$ cat config.mk
export PLATFORM = sky130hd
export DESIGN_NAME = branch_predict_gshare_ckpt
export DESIGN_NICKNAME = d
export VERILOG_FILES = /design/src/rtl/branch_predict_gshare_ckpt.sv
export SDC_FILE = /design/constraint.sdc
export NUM_CORES = 2
export LEC_CHECK = 0
export CAP_MARGIN = 20
export CORE_MARGIN = 1
export CORE_UTILIZATION = 41
export DETAILED_ROUTE_END_ITERATION = 7
export GPL_ROUTABILITY_DRIVEN = 0
export PLACE_DENSITY = 0.68
export RECOVER_POWER = 50
export REMOVE_ABC_BUFFERS = 1
export SYNTH_ARGS = -nofsm -noshare
export SYNTH_HDL_FRONTEND = slang
export SYNTH_SLANG_ARGS = --single-unit
$ cat constraint.sdc
create_clock -name clk -period 60.3 [get_ports clk]
set_input_delay 6.03 -clock clk [delete_from_list [all_inputs] [get_ports clk]]
set_output_delay 6.03 -clock clk [all_outputs]
set_load 0.005 [all_outputs]
$ cat src/rtl/branch_predict_gshare_ckpt.sv
// Global-history / gshare direction predictor with per-branch GHR checkpoints.
// PHT swept to CTR_INIT after reset; speculative GHR restored on M-stage mispredict.
module branch_predict_gshare_ckpt #(
  parameter int         PC_W      = 32,
  parameter int         GHR_W     = 8,
  parameter int         PHT_IDX_W = 10,
  parameter int         MODE      = 1,
  parameter logic [1:0] CTR_INIT  = 2'b10,
  parameter int         CNT_W     = 32
) (
  input  logic             clk,
  input  logic             rst,
  input  logic [PC_W-1:0]  pcF,
  input  logic             branchF,
  input  logic             stallF,
  input  logic             flushD,
  input  logic             stallD,
  output logic             pred_takeD,
  input  logic             branchD,
  output logic [GHR_W-1:0] ghrD,
  input  logic             branchM,
  input  logic [PC_W-1:0]  pcM,
  input  logic [GHR_W-1:0] ghrM,
  input  logic             pred_takeM,
  input  logic             actual_takeM,
  output logic             init_done,
  output logic [CNT_W-1:0] branch_cnt,
  output logic [CNT_W-1:0] mispred_cnt
);

  localparam int                   PHT_N    = 1 << PHT_IDX_W;
  localparam logic [PHT_IDX_W-1:0] PTR_ONE  = PHT_IDX_W'(1);
  localparam logic [PHT_IDX_W-1:0] PTR_LAST = PHT_IDX_W'(PHT_N - 1);
  localparam logic [CNT_W-1:0]     CNT_ONE  = CNT_W'(1);

  typedef enum logic {S_INIT, S_RUN} state_t;

  state_t               state_q, state_d;
  logic [PHT_IDX_W-1:0] ptr_q, ptr_d;
  logic [GHR_W-1:0]     ghr_q, ghr_d;
  logic                 dpred_q, dpred_d;
  logic [GHR_W-1:0]     dghr_q, dghr_d;
  logic [CNT_W-1:0]     branch_cnt_q, branch_cnt_d;
  logic [CNT_W-1:0]     mispred_cnt_q, mispred_cnt_d;

  logic [1:0]           pht_q [PHT_N];
  logic                 pht_we;
  logic [PHT_IDX_W-1:0] pht_widx;
  logic [1:0]           pht_wdat;

  logic                 run;
  logic [PHT_IDX_W-1:0] idx_f, idx_m;
  logic                 pred_f;
  logic [1:0]           ctr_m, ctr_m_upd;
  logic [GHR_W-1:0]     ghr_shift_f, ghr_repair;
  logic                 unused_pc;

  function automatic logic [PHT_IDX_W-1:0] pht_index(input logic [PC_W-1:0]  pc,
                                                     input logic [GHR_W-1:0] ghr);
    logic [PHT_IDX_W-1:0] h;
    h = '0;
    h[GHR_W-1:0] = ghr;
    if (MODE == 1) return pc[PHT_IDX_W+1:2] ^ h;
    return h;
  endfunction

  // Only the index slice of each PC matters; the rest is deliberately ignored.
  assign unused_pc = ^{pcF, pcM};

  assign run    = (state_q == S_RUN);
  assign idx_f  = pht_index(pcF, ghr_q);
  assign idx_m  = pht_index(pcM, ghrM);
  assign pred_f = run & pht_q[idx_f][1];
  assign ctr_m  = pht_q[idx_m];

  always_comb begin
    ctr_m_upd = ctr_m;
    if (actual_takeM && ctr_m != 2'b11) ctr_m_upd = ctr_m + 2'b01;
    else if (!actual_takeM && ctr_m != 2'b00) ctr_m_upd = ctr_m - 2'b01;
  end

  if (GHR_W == 1) begin : g_ghr_one
    assign ghr_shift_f = pred_f;
    assign ghr_repair  = actual_takeM;
  end else begin : g_ghr_multi
    assign ghr_shift_f = {ghr_q[GHR_W-2:0], pred_f};
    assign ghr_repair  = {ghrM[GHR_W-2:0], actual_takeM};
  end

  always_comb begin
    state_d       = state_q;
    ptr_d         = ptr_q;
    ghr_d         = ghr_q;
    branch_cnt_d  = branch_cnt_q;
    mispred_cnt_d = mispred_cnt_q;
    pht_we        = 1'b0;
    pht_widx      = ptr_q;
    pht_wdat      = CTR_INIT;
    if (state_q == S_INIT) begin
      pht_we = 1'b1;
      ptr_d  = ptr_q + PTR_ONE;
      ghr_d  = '0;
      if (ptr_q == PTR_LAST) state_d = S_RUN;
    end else begin
      if (branchF && !stallF) ghr_d = ghr_shift_f;
      if (branchM) begin
        pht_we   = 1'b1;
        pht_widx = idx_m;
        pht_wdat = ctr_m_upd;
        if (branch_cnt_q != '1) branch_cnt_d = branch_cnt_q + CNT_ONE;
        // The F branch in the same cycle is younger and gets flushed, so repair wins.
        if (pred_takeM != actual_takeM) begin
          ghr_d = ghr_repair;
          if (mispred_cnt_q != '1) mispred_cnt_d = mispred_cnt_q + CNT_ONE;
        end
      end
    end
  end

  always_comb begin
    dpred_d = dpred_q;
    dghr_d  = dghr_q;
    if (flushD) begin
      dpred_d = 1'b0;
      dghr_d  = '0;
    end else if (!stallD) begin
      dpred_d = pred_f;
      dghr_d  = ghr_q;
    end
  end

  always_ff @(posedge clk) begin
    if (rst) begin
      state_q       <= S_INIT;
      ptr_q         <= '0;
      ghr_q         <= '0;
      dpred_q       <= 1'b0;
      dghr_q        <= '0;
      branch_cnt_q  <= '0;
      mispred_cnt_q <= '0;
    end else begin
      state_q       <= state_d;
      ptr_q         <= ptr_d;
      ghr_q         <= ghr_d;
      dpred_q       <= dpred_d;
      dghr_q        <= dghr_d;
      branch_cnt_q  <= branch_cnt_d;
      mispred_cnt_q <= mispred_cnt_d;
    end
  end

  // No reset on the table itself: the sweep is what initialises it.
  always_ff @(posedge clk) begin
    if (pht_we && !rst) pht_q[pht_widx] <= pht_wdat;
  end

  assign pred_takeD  = branchD & dpred_q;
  assign ghrD        = dghr_q;
  assign init_done   = run;
  assign branch_cnt  = branch_cnt_q;
  assign mispred_cnt = mispred_cnt_q;

endmodule

==> impl_metrics.toml <==
[run_status]
status = "finished, violations left"
violations = "capacitance limit, slew limit"

[timing]
finalClockSkew_ps = 60.35
rsz0062_at_grt = "no"
timing.final.crit_share_pct = 31.78
worst_pin_slew_ps = 6363
maxSlewHeadroom_pct = -324.2
max_freq_mhz = 52.18
tns_ps = 0
finalSetupViolations = 0
period_minus_slack_ps = 19160
slew_violations = 1171
hold_viol = 0

[floorplan]
core_area_sq_um = 232500
chipHeight_um = 485.7
die_w_um = 485.7
ios = 156
dieArea_sq_um = 235900
start_util_pct = 41.25
num_rows = 177

[worst_setup_path]
slowest_delay_ps = 4540
path_cells = "dlygate4sd3_1 > xor2_4 > clkbuf_1 > clkbuf_1 > buf_4 > mux2i_1 > o22a_1 > o2111ai_1 > o2111ai_1 > o2111ai_1 > or4_4 > nand2_1 > inv_1 > ha_1 > nand2_1 > and2_1 > xor2_1 > nor2_4 > buf_4 > buf_12"
cpMaxStageDelayCell = "clkbuf_1"
crit_family = "buffers and inverters"
cp_num_buf_inv = 7
crit_type = "in2reg"
crit_fanout = 252
cp_common_cell = "o2111ai_1"
end_kind = "flop"
startpoint_type = "primary input"
cp.arrival_ps = 19670
cp.required_ps = 60800

[cts]
cts_tree = "done"
cts_setup_buffers = 0
htreeDepth = 4
postCtsHoldBufs = 0
cts-root-buf = "clkbuf_16"
clk_transition_reported_paths_ps = 60
clock_sinks = 2140
max-clock-path-buffers = 3
clk-insertion-delay-late_ps = 890
cts_buffers = 213
cts_resized = 0

[route]
finalWirelength_um = 308800
first_pass_iters = 6
remaining_drc_errors = 0
drt.antenna.violating_nets = 0
viasPerCell = 6.543
routedWlPerCell_um = 33.71
dr.first_iter.drc_count = 9192
vias = 59930

[global_route]
grt_max_degree = 253
grt_pass1_wl_um = 435500
antenna_found_initial = 21
overflow = 0
grt_pass1_vias = 58810
grt_usage_pct = 25.88

[finish]
utilization_pct = 46.31
mostFrequentLayoutCells = "2,048 x edfxtp_1, 1,166 x nor2_1, 793 x mux4_2"
final_common_cell = "edfxtp_1"
area_growth_pct = 12.28
nets = 6011
layout-drive-gt1-share_pct = 21.40

[yosys]
yosysWarnings = 0
async_reset_ff_share_pct = 0
synth.distinct_cells = 71
synth_edf_count = 2048
syn_inst = 5872
synth_ff_type = "edfxtp_1"
avgSynthCellArea_sq_um = 16.33
synth_area_sq_um = 95920
synth_seq_cells = 2140
ys_seq_area_share_pct = 66.04

[power]
peakVddDrop_uv = 25.74
leakagePower_nw = 35.85
power_density_nw_per_um2 = 29.98

[run]
drv_cap = 59

[place]
dp_hpwl_um = 186800
numPortBuffers = 111

[hold_path]
worst_hold_path_type = "reg2reg"
## area by class of cell
cell class,instances,area [sq um]
multi-input cells,3241,30510
well taps,3043,3807
diodes,13,32.53
fillers,19690,124800
repair buffers,312,2950
clock inverters,133,1424
flip-flops and latches,2140,63340
clock buffers,262,5575
inverters,16,60.06
## through the flow
stage | area, sq um | hold WS (ps) | instances | power (W) | setup slack [ps]
3_3_place_gp | 100400 | 469.8 | 8731 | 0.001900 | 44260
2_1_floorplan | 93500 | 446.7 | 5397 | 0.001865 | 6765
3_5_place_dp | 100700 | 485.2 | 8741 | 0.001901 | 44100
6_report | 107700 | 494.7 | 9160 | 0.003229 | 41140
4_1_cts | 107700 | 499.2 | 9136 | 0.003225 | 44930
5_1_grt | 107700 | 530.6 | 9154 | 0.003289 | 40810
## cell usage after synthesis, types with 5 or more instances
master	instances	area (sq um)
or3_1	17	106.4
o2111ai_1	10	87.58
a311oi_1	28	245.2
a32oi_1	17	148.9
nand3_1	120	600.6
a31oi_1	21	131.4
clkbuf_1	278	1044
mux2i_1	72	720.7
and2_1	6	37.54
o311ai_0	6	52.55
edfxtp_1	2048	61500
a21oi_1	71	355.3
nor2_1	1177	4418
nand2b_1	8	50.05
a22o_1	11	96.34
nor4_1	13	81.33
and3_1	18	112.6
xnor2_1	37	324.1
a221oi_1	17	148.9
o22ai_1	13	81.33
and4_1	5	43.79
xor2_1	52	455.4
o21ai_0	43	215.2
mux4_1	9	236.5
o211ai_1	7	52.55
nor2b_1	9	56.30
ha_1	5	62.56
dfxtp_1	92	1842
buf_6	33	371.6
o221ai_1	5	43.79
mux2_2	6	67.56
buf_2	89	445.4
buf_1	19	71.32
nand2_1	424	1592
buf_4	50	375.4
a211oi_1	11	82.58
inv_1	16	60.06
nor3_1	33	165.2
mux4_2	793	17860
a22oi_1	84	630.6
nand4_1	42	262.8
o31ai_1	7	52.55
## where the power goes
| group | internal (W) | leakage (nW) | switching (W) |
|---|---|---|---|
| logic | 0.0000965 | 10.0 | 0.000178 |
| registers | 0.00160 | 22.4 | 0.000000359 |
| clock network | 0.000764 | 3.39 | 0.000586 |
| total | 0.00246 | 35.8 | 0.000765 |
## flip-flops by register name (all words and copies together), names as in the netlist
name / count
pht_q: 2048
branch_cnt: 32
mispred_cnt: 32
ptr_q: 10
ghrD: 8
ghr_q: 8
dpred_q: 1
init_done: 1
## worst paths after layout
path	startpoint	to	slack (ps)	cells past startpoint
worst min register to register	dpred_q	dpred_q	490	2
worst max register to register	pht_q[452][1]	pht_q[644][0]	53090	16
worst max-delay path	pcM[4]	pht_q[644][0]	41140	20
worst min-delay path	dpred_q	dpred_q	490	2
## kinds of logic after synthesis
family	synth area share (%)
AOI/OAI and AO/OA	2.768
xor gates and xnor gates	0.8805
adders and majority gates	0.06522
buffers and inverters	2.583
DFF	66.04
muxes	19.69
and+or+nand+nor	7.979
## routing by layer
| layer | track usage [%] | share of wire (%) | vias up |
|---|---|---|---|
| met5 | 0 | 0.057 | - |
| met4 | 13.95 | 6.4 | 24 |
| met3 | 8.452 | 14 | 1013 |
| met2 | 39.70 | 45 | 4811 |
| met1 | 32.57 | 34 | 30760 |
| li1 | - | - | 23330 |
## worst min-delay path, delay by kind of cell (launching register included)
family	cells	cell delay [ps]
flops	1	330
simple gates	1	80
compound gates	1	60
(Power assumes the default switching activity.)
